File: config.mk
export PLATFORM = sky130hd
export DESIGN_NAME = keypad_move_filter
export DESIGN_NICKNAME = d
export VERILOG_FILES = /design/src/rtl/kypd_pkg.sv /design/src/rtl/stable_counter.sv /design/src/rtl/keypad_move_filter.sv
export SDC_FILE = /design/constraint.sdc
export NUM_CORES = 1
export LEC_CHECK = 0
export ABC_CLOCK_PERIOD_IN_PS = 1800
export BUFFER_PORTS_ARGS = -buffer_cell sky130_fd_sc_hd__buf_2
export CAP_MARGIN = 20
export CORE_MARGIN = 4
export CORE_UTILIZATION = 55
export CTS_BUF_LIST = sky130_fd_sc_hd__clkbuf_8
export DETAILED_ROUTE_END_ITERATION = 8
export PLACE_DENSITY = 0.74
export SETUP_SLACK_MARGIN = 0.15
export SLEW_MARGIN = 10
export SYNTH_ARGS = -nofsm -noshare
export SYNTH_HDL_FRONTEND = slang
export SYNTH_SLANG_ARGS = --single-unit
File: constraint.sdc
create_clock -name clk -period 1.8 [get_ports clk]
set_input_delay 0.36 -clock clk [delete_from_list [all_inputs] [get_ports clk]]
set_output_delay 0.36 -clock clk [all_outputs]
set_load 0.01 [all_outputs]
File: src/rtl/kypd_pkg.sv
// kypd_pkg
// Shared definitions for the keypad move filter: key-code constants,
// the press/release FSM state encoding, the move command record, and a
// helper that classifies column keys.
package kypd_pkg;

  localparam logic [3:0] KEY_POP  = 4'hA;
  localparam logic [3:0] KEY_CLR0 = 4'h0;
  localparam logic [3:0] KEY_CLRF = 4'hF;

  typedef enum logic [1:0] {
    IDLE,
    PRESS_WAIT,
    HELD,
    REL_WAIT
  } state_t;

  typedef struct packed {
    logic [2:0] col;
    logic       pop;
  } move_t;

  // Column keys are 1..num_cols; key 0 is a clear key, not a column.
  function automatic logic is_col_key(input logic [3:0] code, input int num_cols);
    return (code != 4'd0) && (int'(code) <= num_cols);
  endfunction

endpackage

File: src/rtl/stable_counter.sv
// stable_counter
// Registers the decoder's {key_valid, key_code} once, compares each new
// sample with the previous one, and counts consecutive identical samples.
// The count saturates at STABLE_CYCLES-1, which raises 'stable'.
//
// Ports:
//   clk, rst      - clock, synchronous active-high reset
//   key_valid     - raw key-held level from the decoder
//   key_code      - raw key code from the decoder
//   sample_valid  - registered key_valid
//   sample_code   - registered key_code
//   stable        - sample has held unchanged for STABLE_CYCLES-1 compares
module stable_counter #(
  parameter int STABLE_CYCLES = 2_000_000
) (
  input  logic       clk,
  input  logic       rst,
  input  logic       key_valid,
  input  logic [3:0] key_code,
  output logic       sample_valid,
  output logic [3:0] sample_code,
  output logic       stable
);

  localparam int CNT_W = $clog2(STABLE_CYCLES);
  localparam logic [CNT_W-1:0] CNT_MAX = CNT_W'(STABLE_CYCLES - 1);

  logic             prev_valid;
  logic [3:0]       prev_code;
  logic [CNT_W-1:0] cnt;

  // Sample pipeline plus run-length counter. Any difference between the
  // newest and previous sample restarts the run; the count holds at its
  // maximum so it can never wrap back into an "unstable" value.
  always_ff @(posedge clk) begin
    if (rst) begin
      sample_valid <= 1'b0;
      sample_code  <= 4'd0;
      prev_valid   <= 1'b0;
      prev_code    <= 4'd0;
      cnt          <= '0;
    end else begin
      sample_valid <= key_valid;
      sample_code  <= key_code;
      prev_valid   <= sample_valid;
      prev_code    <= sample_code;
      if ({sample_valid, sample_code} == {prev_valid, prev_code}) begin
        if (cnt != CNT_MAX) begin
          cnt <= cnt + 1'b1;
        end
      end else begin
        cnt <= '0;
      end
    end
  end

  assign stable = (cnt == CNT_MAX);

endmodule

File: src/rtl/keypad_move_filter.sv
// keypad_move_filter
// Turns debounced keypad presses into single move commands (drop or pop
// into a column) for the game controller, and owns the pop-armed mode
// toggled by key A.
//
// Ports:
//   clk, rst      - 100 MHz clock, synchronous active-high reset
//   key_code      - decoder key code
//   key_valid     - decoder key-held level
//   move_ready    - controller accepts the pending move this cycle
//   move_valid    - move command pending
//   move_col      - zero-based column (key 1 -> 0)
//   move_pop      - 1 = pop from bottom, 0 = drop
//   pop_armed     - pop mode armed
//   move_dropped  - one-cycle pulse: a column press was discarded
module keypad_move_filter
  import kypd_pkg::*;
#(
  parameter int STABLE_CYCLES = 2_000_000,
  parameter int NUM_COLS      = 7
) (
  input  logic       clk,
  input  logic       rst,
  input  logic [3:0] key_code,
  input  logic       key_valid,
  input  logic       move_ready,
  output logic       move_valid,
  output logic [2:0] move_col,
  output logic       move_pop,
  output logic       pop_armed,
  output logic       move_dropped
);

  logic       sample_valid;
  logic [3:0] sample_code;
  logic       stable;

  state_t state, next_state;
  logic   press;
  move_t  move_q;

  stable_counter #(
    .STABLE_CYCLES(STABLE_CYCLES)
  ) u_stable (
    .clk         (clk),
    .rst         (rst),
    .key_valid   (key_valid),
    .key_code    (key_code),
    .sample_valid(sample_valid),
    .sample_code (sample_code),
    .stable      (stable)
  );

  always_ff @(posedge clk) begin
    if (rst) begin
      state <= IDLE;
    end else begin
      state <= next_state;
    end
  end

  // 'press' fires exactly once per debounced key-down; HELD swallows any
  // code changes so a held key can never trigger a second action.
  always_comb begin
    next_state = state;
    press      = 1'b0;
    case (state)
      IDLE: begin
        if (sample_valid) next_state = PRESS_WAIT;
      end
      PRESS_WAIT: begin
        if (!sample_valid) begin
          next_state = IDLE;
        end else if (stable) begin
          press      = 1'b1;
          next_state = HELD;
        end
      end
      HELD: begin
        if (!sample_valid) next_state = REL_WAIT;
      end
      REL_WAIT: begin
        if (sample_valid) begin
          next_state = HELD;
        end else if (stable) begin
          next_state = IDLE;
        end
      end
      default: next_state = IDLE;
    endcase
  end

  // Move register and pop mode. A completed handshake clears move_valid,
  // but a press in the same cycle overrides that and loads the new move.
  // A column press that finds a move still pending is thrown away and
  // leaves pop_armed alone so the player's armed pop is not lost.
  // Subtracting on the low 3 bits gives code-1 for codes 1..8.
  always_ff @(posedge clk) begin
    if (rst) begin
      move_valid   <= 1'b0;
      move_q       <= '0;
      pop_armed    <= 1'b0;
      move_dropped <= 1'b0;
    end else begin
      move_dropped <= 1'b0;
      if (move_valid && move_ready) begin
        move_valid <= 1'b0;
      end
      if (press) begin
        if (is_col_key(sample_code, NUM_COLS)) begin
          if (move_valid && !move_ready) begin
            move_dropped <= 1'b1;
          end else begin
            move_valid <= 1'b1;
            move_q.col <= sample_code[2:0] - 3'd1;
            move_q.pop <= pop_armed;
            pop_armed  <= 1'b0;
          end
        end else if (sample_code == KEY_POP) begin
          pop_armed <= !pop_armed;
        end else if (sample_code == KEY_CLR0 || sample_code == KEY_CLRF) begin
          pop_armed <= 1'b0;
        end
      end
    end
  end

  assign move_col = move_q.col;
  assign move_pop = move_q.pop;

endmodule

## Word-level counts from Yosys, hierarchy flattened

Cells that the tools add are included.

| word-level totals | value |
|---|---|
| register bits | 40 |
| input port bits | 8 |
| logic and storage cells | 65 |

| operators by class | value |
|---|---|
| $add $sub $neg | 2 |
| order comparisons | 1 |
| eq/ne operators | 13 |
| mux-type cells | 19 |
| bitwise gates (word level) | 4 |
| reductions and logical operators | 15 |

Operator list:

| cell | count |
|---|---|
| $add 21x1->21 const B | 1 |
| $eq 21x21->1 const B | 1 |
| $ne 21x21->1 const B | 1 |
| $mux 1 | 12 |
| $mux 2 | 6 |
| $eq 4x4->1 const B | 2 |
| $pmux 2 s4 | 1 |
| $reduce_and 3->1 | 2 |
| $eq 5x5->1 | 1 |
| $eq 2x2->1 const B | 2 |
| $le 4x3->1 const B | 1 |
| $logic_not 4->1 | 1 |
| $ne 2x2->1 const B | 2 |
| $not 1->1 | 4 |
| $reduce_and 4->1 | 1 |
| $reduce_bool 4->1 | 1 |
| $logic_and 1x1->1 | 3 |
| $ne 3x2->1 const B | 1 |
| $ne 3x3->1 const B | 1 |
| $reduce_bool 3->1 | 1 |
| $reduce_or 3->1 | 1 |
| $sub 3x1->3 const B | 1 |
| $eq 2x1->1 const B | 1 |
| $logic_not 1->1 | 2 |
| 4 further kinds | 4 |

## Logic depth before layout (Yosys ltp)

Gate-level depths: netlist of run 1.

| depth | value |
|---|---|
| word-level depth | 6 |
| depth in mapped cells | 6 |
| mapped depth without buffers | 6 |

## Modules after synthesis

Synthesis of run 1 repeated with hierarchy kept, for this count alone.

| second synthesis, totals | value |
|---|---|
| cells, all modules | 206 |
| area, all modules | 1,894.3 um2 |

Modules (own cells, without submodules):

| module | times used | cells each | area an instance (um2) | seq. area each (um2) |
|---|---|---|---|---|
| stable_counter | 1 | 158 | 1,455.1 | 620.6 |
| keypad_move_filter | 1 | 48 | 439.2 | 180.2 |

## Worst setup path before layout of run 1

Ideal clock, no wire load.

| timing | value |
|---|---|
| path type | register to register |
| start | reg u_stable.cnt[0] |
| end | reg u_stable.cnt[20] |
| setup time | 0.071 ns |
| arrival time | 1.879 ns |
| slack | -0.150 ns |
| cell stages (with the launch flop) | 7 |
| buffers on the path | 1 |
| cell sequence | dfxtp_1 > ha_1 > nand3_2 > or4_1 > buf_2 > or4_1 > a21oi_1 |

| on the way | value |
|---|---|
| longest elaborated chain between the ends | 1 |
| elaborated cells on any way between the ends | 2 |

RTL lines:

| what | RTL line | source |
|---|---|---|
| start: declaration | stable_counter.sv:30 | `logic [CNT_W-1:0] cnt;` |
| start signal: assignment | stable_counter.sv:49 | `cnt <= cnt + 1'b1;` |
| $add 21x1->21 / $ne 21x21->1 (equally long branches) | stable_counter.sv:49, stable_counter.sv:48 |  |

Several ways; a longest one is shown, not always the timed one.
A chain may end at the register's enable or synchronous reset.

## Worst setup path in the final report of run 1

| timing | value |
|---|---|
| start | reg u_stable.cnt[8] |
| end | reg u_stable.cnt[2] |

| on the way | value |
|---|---|
| longest elaborated chain between the ends | 1 |

RTL lines:

| what | RTL line | source |
|---|---|---|
| $ne 21x21->1 | stable_counter.sv:48 | `if (cnt != CNT_MAX) begin` |

No other way between the ends.

==> results.md, run 1 <==
* Status: finished, violations left
* Failing checks: design-rule violations, negative setup slack
* Crit path kind: reg -> reg
* Post-route design area at 0.00258 mm²
* Post-route minimum period at 1.81 ns
* Worst-Skew Late Latency at 0.30 ns
* Final antenna diode count at 0
* Clock Sinks at 40
* Number of I/O port buffers at 14
* Average size of a mapped cell at 8.82 µm²
* Vias at ~1,800
* Distinct cells, synth at 37
* Layout Utilization at 82.6%
* Final Net Count at 272
* Pwr Density at 707 mW/mm²
* Net Count, Synth at ~220
* Hold Path Depth at 2
* Register area share after synthesis at 43.2%
* Gr usage total at 24.0%
* RSZ-0062 raised after global routing: true
* Crit-path cells: buf_4 > nor4b_2 > and2_1 > buf_4 > a21oi_1 > nor3_1
* Worst-path clk slew at 0.08 ns
* Global-route wire length before repair at approximately 7900 µm
* Die area at ~0.0044 mm²
* Critical path's most frequent cell: buf_4
* R2R cell count at 6
* RR Endpoint: u_stable.cnt[2]$_SDFFE_PP0P_
* Yosys warnings at 0
* CP max stage delay at 0.40 ns
* DRC viols at 2
* Most used DFF post-synth: dfxtp_1
* Max-slew violation count at 0
* Die X at between 60 and 70 µm
* # hold bufs at CTS at 0
* Commonest cells after routing, fill and taps aside: 38 x buf_4, 30 x dfxtp_1, 14 x nand3_1, 14 x buf_2, 11 x a21oi_1
* Vias in the first global route at 1,684
* Reg power frac at 49.4%
* Worst Hold Endpoint: u_stable.sample_code[1]$_SDFF_PP0_
* Std cell rows at 20
* CP max-delay cell: nor4b_2
* Setup crit start kind: flip-flop
* MaxCap Viol Count at 0
* Vias per inst at 6.01
* Clock skew at 0.00881 ns
* Initial Utilization at around three fifths
* Final wirelength at 5410 µm
* Switching Share at 21.8%
* Max Fclk at 552 MHz
* Synth Register Bits at 40
* Switching power at 0.398 mW
* Syn Inst Count at 210
* Hold_sp: key_code[1]
* CP Capture Type: flip-flop
* Post-Layout Cell Count at 305
* Largest net degree at the start of global routing at 21
* Initial antenna violation count at 0
* Routed Antenna Nets at 0
* Post-synth ARST share at 0%
* Clock network power share at between 40% and 50%
* Rel. slew slack at 70.4%
* HPWL Detailed at ~2800 µm
* R2R Path Start: u_stable.cnt[8]$_SDFFE_PP0P_
* Max rail drop VDD at 858 µV
* Setup WS pre-CTS at -0.0140 ns
* Area Overhead vs Synth at 39.5%
* Root Driver: clkbuf_8
* Post-synth EDFFs at 0
* Final Hold Violating Endpoints at 0
* RD Place Congestion at 0.802
* Reg2reg setup slack at -0.01 ns
* # placed instances at ~280
* DP Area at 0.00215 mm²
* Logic gate share of total power at roughly 6.1%
* CTS Buf Count at 5
* Wire per inst at approximately 18 µm
* Critical path buffer and inverter count at 2
* Worst-path maximum fanout at 9
* Drt pass-1 iters at 8
* WHS at 0.266 ns
* Core area at 0.00313 mm²
* Crit path DAT at 2.00 ns
* Final worst slack at -0.0101 ns
* P_leak at around 0.94 nW
* Commonest non-fill, non-tap cell in the layout: buf_4
* Die height at 66.0 µm
* CTS tree: yes
* I/O pin total at 15
* Maximum clock insertion buffer count at 2
* Mapped Area at about 0.0019 mm²
* Crit path required time at about 2.0 ns
* Layout cell share with drive strength beyond 1 at 41.0%
* Worst-Margin Slew at 0.441 ns
* DRT iter0 DRCs at 213
* Final period utilization at 101%
* Setup violators final at 1
* Cell internal pwr at 1.43 mW
* Critical path's top delay family: simple AND/OR/NAND/NOR gates
* Grt ovf at 0
* Worst Hold Class: in -> reg
* Htree depth at 2
## routing by layer
metal / vias up / routed length [µm] / track usage (%)
met5: - / 0 / 0
met4: 0 / 133 / 11.2
met3: 14 / 356 / 6.97
met2: 88 / 2730 / 40.7
met1: 878 / 2200 / 27.7
li1: 852 / - / -
## sequential cells by signal (all words and copies together) (netlist names), named ones only
register and cells:
move_col 3, move_dropped 1, move_pop 1, move_valid 1
pop_armed 1, state 1, u_stable.cnt 21, u_stable.prev_code 4
u_stable.prev_valid 1, u_stable.sample_code 4, u_stable.sample_valid 1
## kinds of logic after synthesis
group | Yosys count | share of synthesized area [%]
AND/OR/NAND/NOR | 90 | 28.6
adder cells (fa/ha/maj) | 4 | 2.70
buffers and inverters | 21 | 4.46
AO/OA/AOI/OAI | 36 | 11.4
flip-flops | 40 | 43.2
multiplexers | 8 | 4.32
XOR/XNOR | 11 | 5.20
## power by group through the flow
stage | Clock [mW] | Sequential, mW | Combinational, mW
floorplan | 0 | 0.926 | 0.0596
global placement | 0 | 0.928 | 0.0881
detailed placement | 0 | 0.929 | 0.0922
CTS | 0.815 | 0.903 | 0.103
global route | 0.861 | 0.903 | 0.122
finish | 0.813 | 0.902 | 0.110
## how the worst max path moves through the flow
stage                                       startpoint                       endpoint  slack [ns]  cells after the start
after floorplan           u_stable.cnt[1]$_SDFFE_PP0P_  u_stable.cnt[20]$_SDFFE_PP0P_       -0.03                      6
after global placement    u_stable.cnt[1]$_SDFFE_PP0P_  u_stable.cnt[18]$_SDFFE_PP0P_        0.04                      5
after detailed placement  u_stable.cnt[1]$_SDFFE_PP0P_  u_stable.cnt[20]$_SDFFE_PP0P_       -0.01                      5
after CTS                 u_stable.cnt[6]$_SDFFE_PP0P_  u_stable.cnt[20]$_SDFFE_PP0P_        0.06                      5
after global routing      u_stable.cnt[8]$_SDFFE_PP0P_   u_stable.cnt[2]$_SDFFE_PP0P_       -0.13                      6
final                     u_stable.cnt[8]$_SDFFE_PP0P_   u_stable.cnt[2]$_SDFFE_PP0P_       -0.01                      6
## Yosys cell counts, drive strengths merged, types with 4 or more instances
cell,count,share of area (%)
xnor2,6,2.8
nand3,18,5.4
xor2,5,2.4
nand3b,5,2.0
nor3,10,2.7
nand4,5,2.0
inv,9,1.8
mux2i,8,4.3
ha,4,2.7
a21oi,16,4.3
nand2b,4,1.4
nand2,7,1.4
nor4,4,1.7
or4,6,2.4
or3,5,1.9
o21ai,8,2.2
dfxtp,40,43
nor2b,10,3.4
clkbuf,9,1.8
nor2,10,2.0
## per-stage QoR
stage | power (mW) | setup TNS [ns]
after CTS | 1.82 | 0
after detailed placement | 1.02 | -0.0207
after floorplan | 0.985 | -0.0662
after global routing | 1.89 | -0.358
final | 1.83 | -0.0101
after global placement | 1.02 | 0
## repair_timing
item,4_1_cts,5_1_grt
pin swaps,12,11
setup buffers,15,4
resized for setup,22,16
endpoints found under the setup margin,21,25
## layout make-up
type                       count  area [µm²]
clock buffer                   7        96.3
clock inverter                 1        30.0
fill                         180         546
inverter                       9        33.8
multi-input combinational    149        1140
sequential                    40         828
tap                           44        55.1
timing repair buffer          55         398
Power figures use the tool's default switching activity.
==> run 2: changes to the inputs <==
--- a/config.mk
+++ b/config.mk
@@ -13,7 +13,6 @@
 export CTS_BUF_LIST = sky130_fd_sc_hd__clkbuf_8
 export DETAILED_ROUTE_END_ITERATION = 8
 export PLACE_DENSITY = 0.74
-export SETUP_SLACK_MARGIN = 0.15
 export SLEW_MARGIN = 10
 export SYNTH_ARGS = -nofsm -noshare
 export SYNTH_HDL_FRONTEND = slang
==> run 2 against run 1 <==
Net effect:
- the flow now finishes without violations
- setup slack better by 0.030 ns
- sequential cell count unchanged
- sequential power about the same
- sequential share of layout area up 3.1 points
- global-route usage down 4.9 points
- clock power down 10%
- first-iteration DRC count down 42%
- combinational power down 12%
- cell area down 8.9%
- utilization down 7.3 points
- highest routed layer unchanged
==> results.md, run 2 (synthesis gave the netlist of run 1 again) <==
* Status: completed
* CP max stage delay at 0.57 ns
* Routed Antenna Nets at 0
* Setup crit start: u_stable.cnt[6]$_SDFFE_PP0P_
* Switching Share at between 20% and 30%
* Die area at between 0.004 and 0.005 mm²
* Htree depth at 2
* CTS tree: yes
* Largest register FFs at 21
* Pwr Density at between 700 and 800 mW/mm²
* Global-route wire length before repair at 6470 µm
* R2R cell count at 5
* Cell internal pwr at 1.35 mW
* Drt pass-1 iters at 4
* Worst-path clk slew at 0.08 ns
* Final Hold Violating Endpoints at 0
* HPWL Detailed at a little under 3000 µm
* Std cell rows at 20
* Pwr Total at approximately 1.7 mW
* RSZ-0062 raised after global routing: true
* Maximum clock insertion buffer count at 2
* Reg power frac at 52.3%
* Switching power at 0.384 mW
* Crit path DAT at 2.00 ns
* Vias at 1,659
* RR Endpoint: u_stable.cnt[20]$_SDFFE_PP0P_
* Max rail drop VDD at 445 µV
* CTS Buf Count at 5
* Gr usage total at 19.2%
* Area Overhead vs Synth at 27.1%
* Worst-Skew Late Latency at 0.29 ns
* R2R Path Start: u_stable.cnt[6]$_SDFFE_PP0P_
* Setup crit start kind: flip-flop
* Layout cell share with drive strength beyond 1 at between 30 and 40%
* Root Driver: clkbuf_8
* Post-route minimum period at 1.78 ns
* Number of I/O port buffers at 14
* DRT iter0 DRCs at 123
* Clock Sinks at 40
* Crit-path cells: nand3_4 > buf_6 > or4_4 > or4_1 > a21oi_1
* Most flops, register: u_stable.cnt
* Crit path kind: reg -> reg
* Grt ovf at 0
* Vias per inst at about 5.7
* Initial Utilization at 59.2%
* Max-slew violation count at 0
* Core area at 0.00313 mm²
* CP Capture Type: flip-flop
* Wire per inst at 13.8 µm
* Commonest non-fill, non-tap cell in the layout: dfxtp_1
* Die X at about 66 µm
* Vias in the first global route at 1,490
* Final antenna diode count at 0
* RD Place Congestion at 0.790
* Reg2reg setup slack at roughly 0.020 ns
* Rel. slew slack at 71.4%
* Max Fclk at 562 MHz
* Layout Utilization at 75.2%
* Clock network power share at between 40 and 50%
* Worst-Margin Slew at around 0.42 ns
* DRC viols at 0
* I/O pin total at 15
* Crit path required time at a little over 2 ns
* Logic gate share of total power at 5.6%
* Top Registers: u_stable.cnt x21, u_stable.prev_code x4, u_stable.sample_code x4
* WHS at 0.275 ns
* Die height at 66.0 µm
* Final period utilization at 98.9%
* Worst-path maximum fanout at 8
* Final Net Count at ~260
* Final TNS setup at 0 ns
* Largest net degree at the start of global routing at 21
* Final wirelength at 4040 µm
* MaxCap Viol Count at 0
* Worst Hold Class: in -> reg
* Commonest cells after routing, fill and taps aside: 27 x dfxtp_1, 26 x buf_4, 16 x nand3_1
* Worst Setup EP: u_stable.cnt[20]$_SDFFE_PP0P_
* P_leak at 0.835 nW
* Setup violators final at 0
* CP max-delay cell: or4_4
* Initial antenna violation count at 0
* Clock skew at 0.00458 ns
[run 2: cell types whose count changed in the layout (fill, tap and decap cells not counted), sizes merged]
cell	previous run	this run
buf	55	42
clkinv	0	1
clkinvlp	0	1
clkbuf	7	5
[run 2: cell type report]
| class | instances | area (µm²) |
|---|---|---|
| inverters | 9 | 33.8 |
| repair buffers | 42 | 297 |
| flip-flops and latches | 40 | 827 |
| clock inverters | 3 | 42.5 |
| multi-input cells | 149 | 1030 |
| fillers | 236 | 774 |
| clock buffers | 5 | 68.8 |
| well taps | 44 | 55.1 |
[run 2: repair_timing]
item | CTS | global route
cloned | 0 | 0
buffers inserted | 3 | 3
pin swaps | 3 | 3
hold buffers | 0 | 0
endpoints found under the setup margin | 4 | 19
gates resized for setup | 2 | 18
[run 2: how the worst min path moves through the flow]
stage,from,endpoint,depth (start not counted)
CTS,key_code[0],u_stable.sample_code[0]$_SDFF_PP0_,2
detailed placement,move_valid$_SDFF_PP0_,move_dropped$_SDFF_PP0_,2
floorplan,rst,u_stable.prev_code[2]$_SDFF_PP0_,1
finish,key_code[3],u_stable.sample_code[3]$_SDFF_PP0_,2
global route,key_code[2],u_stable.sample_code[2]$_SDFF_PP0_,2
global placement,move_col[2]$_SDFFE_PP0P_,move_col[2]$_SDFFE_PP0P_,2
[run 2: worst max-delay path, delay by kind of cell, from the launching register on]
kind | cells | cell delay (ns)
AOI/OAI and AO/OA | 1 | 0.14
buffers and inverters | 1 | 0.14
DFF | 1 | 0.37
and+or+nand+nor | 3 | 1.07
[run 2: stage by stage]
step | instance area (µm²) | setup slack, ns | cells
after global routing | 2350 | -0.0414 | 292
after CTS | 2270 | -0.00454 | 289
final | 2350 | 0.0196 | 292
after detailed placement | 2130 | -0.0176 | 278
after floorplan | 1900 | -0.0334 | 210
after global placement | 2130 | 0.0444 | 278
[run 2: power groups by stage]
stage          combinational (mW)  sequential [mW]  clock (mW)
2_1_floorplan              0.0589            0.926           0
3_3_place_gp               0.0865            0.928           0
6_report                   0.0963            0.904       0.729
4_1_cts                    0.0952            0.907       0.737
5_1_grt                     0.106            0.906       0.781
3_5_place_dp               0.0925            0.929           0
[run 2: per-layer routing]
metal	up-vias	GRT usage, %	routed length [µm]
met3	6	4.08	180
met2	35	33.7	2020
li1	828	-	-
met1	790	23.9	1800
met5	-	0	0
met4	0	4.31	33
==> run 3: changes to the inputs <==
--- a/config.mk
+++ b/config.mk
@@ -5,14 +5,14 @@
 export SDC_FILE = /design/constraint.sdc
 export NUM_CORES = 1
 export LEC_CHECK = 0
+export ABC_AREA = 1
 export ABC_CLOCK_PERIOD_IN_PS = 1800
 export BUFFER_PORTS_ARGS = -buffer_cell sky130_fd_sc_hd__buf_2
 export CAP_MARGIN = 20
-export CORE_MARGIN = 4
-export CORE_UTILIZATION = 55
+export CORE_UTILIZATION = 56
 export CTS_BUF_LIST = sky130_fd_sc_hd__clkbuf_8
 export DETAILED_ROUTE_END_ITERATION = 8
-export PLACE_DENSITY = 0.74
+export PLACE_DENSITY = 0.75
 export SLEW_MARGIN = 10
 export SYNTH_ARGS = -nofsm -noshare
 export SYNTH_HDL_FRONTEND = slang
==> run 3 against run 2 <==
Net effect:
- global-route usage rose by 4.4 points
- critical endpoint is now move_col[2]$_SDFFE_PP0P_
- largest cell class unchanged
- synthesized area rose by 9.1%
- critical path type unchanged
- highest routed layer unchanged
- register-to-register slack improved by 0.18 ns
- total power fell by 1.9%
- utilization fell by 8.1 points
- synthesized cell count rose by 36%
- critical path depth rose by 3
==> results.md, run 3 <==
* Status: completed
* Fillers at ~290
* Post_cts resized at 0
* DRT iter0 DRCs at 153
* Post-Layout Cell Count at 355
* Worst-path clk slew at 0.07 ns
* Max-slew violation count at 0
* Synth Register Bits at 40
* Commonest cells after routing, fill and taps aside: 54 x nand2_1, 48 x nor2_1, 43 x inv_1
* RSZ-0062 raised after global routing: false
* Die area at 0.00385 mm²
* Std cell rows at 21
* Crit path kind: reg -> reg
* Area Overhead vs Synth at 12.6%
* I/O pin total at 15
* Syn Inst Count at 286
* Yosys warnings at 0
* Setup crit start kind: flip-flop
* Initial Utilization at about three fifths
* Clock skew at 0.00325 ns
* Post-synth ARST share at 0%
* Max rail drop VDD at 616 µV
* Layout cell share with drive strength beyond 1 at 12.9%
* Critical path's top delay family: simple AND/OR/NAND/NOR gates
* Worst Hold Endpoint: u_stable.sample_code[3]$_SDFF_PP0_
* Core area at 0.00339 mm²
* Root Driver: clkbuf_8
* Crit path required time at 2.00 ns
* Top Registers: u_stable.cnt x21, u_stable.prev_code x4, u_stable.sample_code x4
* Final antenna diode count at 0
* Routed Antenna Nets at 0
* Pwr Density at 746 mW/mm²
* Hold Path Depth at 3
* Rel. slew slack at about 80%
* Die X at 62.1 µm
* Post-route minimum period at 1.60 ns
* Initial antenna violation count at 0
* MaxCap Viol Count at 0
* Crit-path cells: ha_1 > nand3_4 > nor2_4 > nand3_1 > nor2_2 > nand4_1 > nand2_1 > nor2_1
* HPWL Detailed at 3090 µm
* Final wirelength at about 4000 µm
* Layout Utilization at about two thirds
* Htree depth at 2
* Post-synth EDFFs at 0
* Hold_sp: key_code[3]
* RD Place Congestion at 0.877
* Final Hold Violating Endpoints at 0
* CTS Buf Count at 5
* Max Fclk at ~620 MHz
* Mapped Area at 0.00202 mm²
* Final TNS setup at 0 ns
* Gr usage total at 23.5%
* Worst-Margin Slew at 0.306 ns
* Crit path DAT at around 1.8 ns
* Most flops, register: u_stable.cnt
* Critical path buffer and inverter count at 0
* Wire per inst at 11.2 µm
* Commonest non-fill, non-tap cell in the layout: nand2_1
* Worst-Skew Late Latency at approximately 0.29 ns
* Final period utilization at around 90%
* Most used DFF post-synth: dfxtp_1
* Most common cell in the netlist: nand2_1
* CP max-delay cell: dfxtp_1
* Post-CTS setup buffer count at 0
* CP Capture Type: flip-flop
* # hold bufs at CTS at 0
* Post-synth top area share at about two fifths
* DRC viols at 0
* Drt pass-1 iters at 4
* Worst Hold Class: in -> reg
* Vias in the first global route at 1,634
* R2R cell count at 8
* CP max stage delay at 0.38 ns
* Largest register FFs at 21
* Register area share after synthesis at 39.6%
* Grt ovf at 0
* Final Net Count at 320
* P_leak at 0.925 nW
* Synth cell count leaders: 54 x nand2_1, 48 x nor2_1, 42 x inv_1
* Distinct cells, synth at 29
* # placed instances at about 350
* Number of I/O port buffers at 14
* Setup violators final at 0
* WHS at 0.268 ns
* Maximum clock insertion buffer count at 2
* Vias at 1,788
* Die height at 62.1 µm
* Average size of a mapped cell at 7.07 µm²
* R2R Path Start: u_stable.cnt[0]$_SDFFE_PP0P_
* Net Count, Synth at between 200 and 300
* Worst-path maximum fanout at 7
* CTS tree: yes
* Clock Sinks at 40
* Leading area contributor after synthesis: dfxtp_1
* Largest net degree at the start of global routing at 13
* Largest cells by area after synthesis: dfxtp_1 40%, nand2_1 10%, nor2_1 8.9%
* RR Endpoint: move_col[2]$_SDFFE_PP0P_
* Vias per inst at just over 5
* Global-route wire length before repair at 6620 µm
* Reg2reg setup slack at just under 0.2 ns
[run 3: final cells by class]
type                       instances  area (µm²)  area share, %
sequential                        40         801           35.2
timing repair buffer              19         108           4.73
clock buffer                       5        68.8           3.03
inverter                          43         161           7.10
multi-input combinational        199        1040           45.7
tap                               46        57.6           2.53
clock inverter                     3        38.8           1.71
[run 3: cells by family (layout without fill, tap and decap cells)]
group,count (synthesis),after routing,share of synthesized area [%]
xor gates and xnor gates,9,9,3.90
AOI/OAI and AO/OA,25,25,6.56
buffers and inverters,47,70,8.92
adders and majority gates,4,4,2.48
and+or+nand+nor,161,161,38.5
DFF,40,40,39.6
[run 3: tightest hold or removal path: cells and delay by family]
family	cells	cell delay [ns]
AND/OR/NAND/NOR	1	0.06
buffers and inverters	2	0.10
[run 3: how the worst max path moves through the flow]
stage / from / to / slack [ns] / cells after the start
after floorplan: u_stable.cnt[0]$_SDFFE_PP0P_ / move_col[2]$_SDFFE_PP0P_ / 0.35 / 8
after global placement: u_stable.cnt[0]$_SDFFE_PP0P_ / move_col[2]$_SDFFE_PP0P_ / 0.27 / 8
after detailed placement: u_stable.cnt[0]$_SDFFE_PP0P_ / move_col[2]$_SDFFE_PP0P_ / 0.20 / 8
after CTS: u_stable.cnt[0]$_SDFFE_PP0P_ / move_col[2]$_SDFFE_PP0P_ / 0.19 / 8
after global routing: u_stable.cnt[0]$_SDFFE_PP0P_ / move_col[2]$_SDFFE_PP0P_ / 0.01 / 8
final: u_stable.cnt[0]$_SDFFE_PP0P_ / move_col[2]$_SDFFE_PP0P_ / 0.20 / 8
[run 3: report_power, final]
| group | switching (mW) | internal (mW) | total (mW) |
|---|---|---|---|
| registers | 0.00907 | 0.897 | 0.906 |
| clock network | 0.307 | 0.406 | 0.713 |
| logic | 0.0473 | 0.0307 | 0.0781 |
| total | 0.364 | 1.33 | 1.70 |
[run 3: per-stage QoR]
step,setup slack (ns),cell area (µm²),total power [mW]
finish,0.198,2270,1.70
global placement,0.272,2170,1.00
CTS,0.190,2270,1.71
detailed placement,0.205,2170,1.01
global route,0.0147,2270,1.75
floorplan,0.355,2020,0.976
[run 3: metal layers]
| layer | global-route usage (%) | routed length [µm] | vias to the layer above |
|---|---|---|---|
| met4 | 8.89 | 82 | 0 |
| met2 | 42.4 | 1970 | 35 |
| met3 | 5.18 | 145 | 8 |
| met1 | 27.0 | 1760 | 793 |
| li1 | - | - | 952 |
| met5 | 0 | 0 | - |
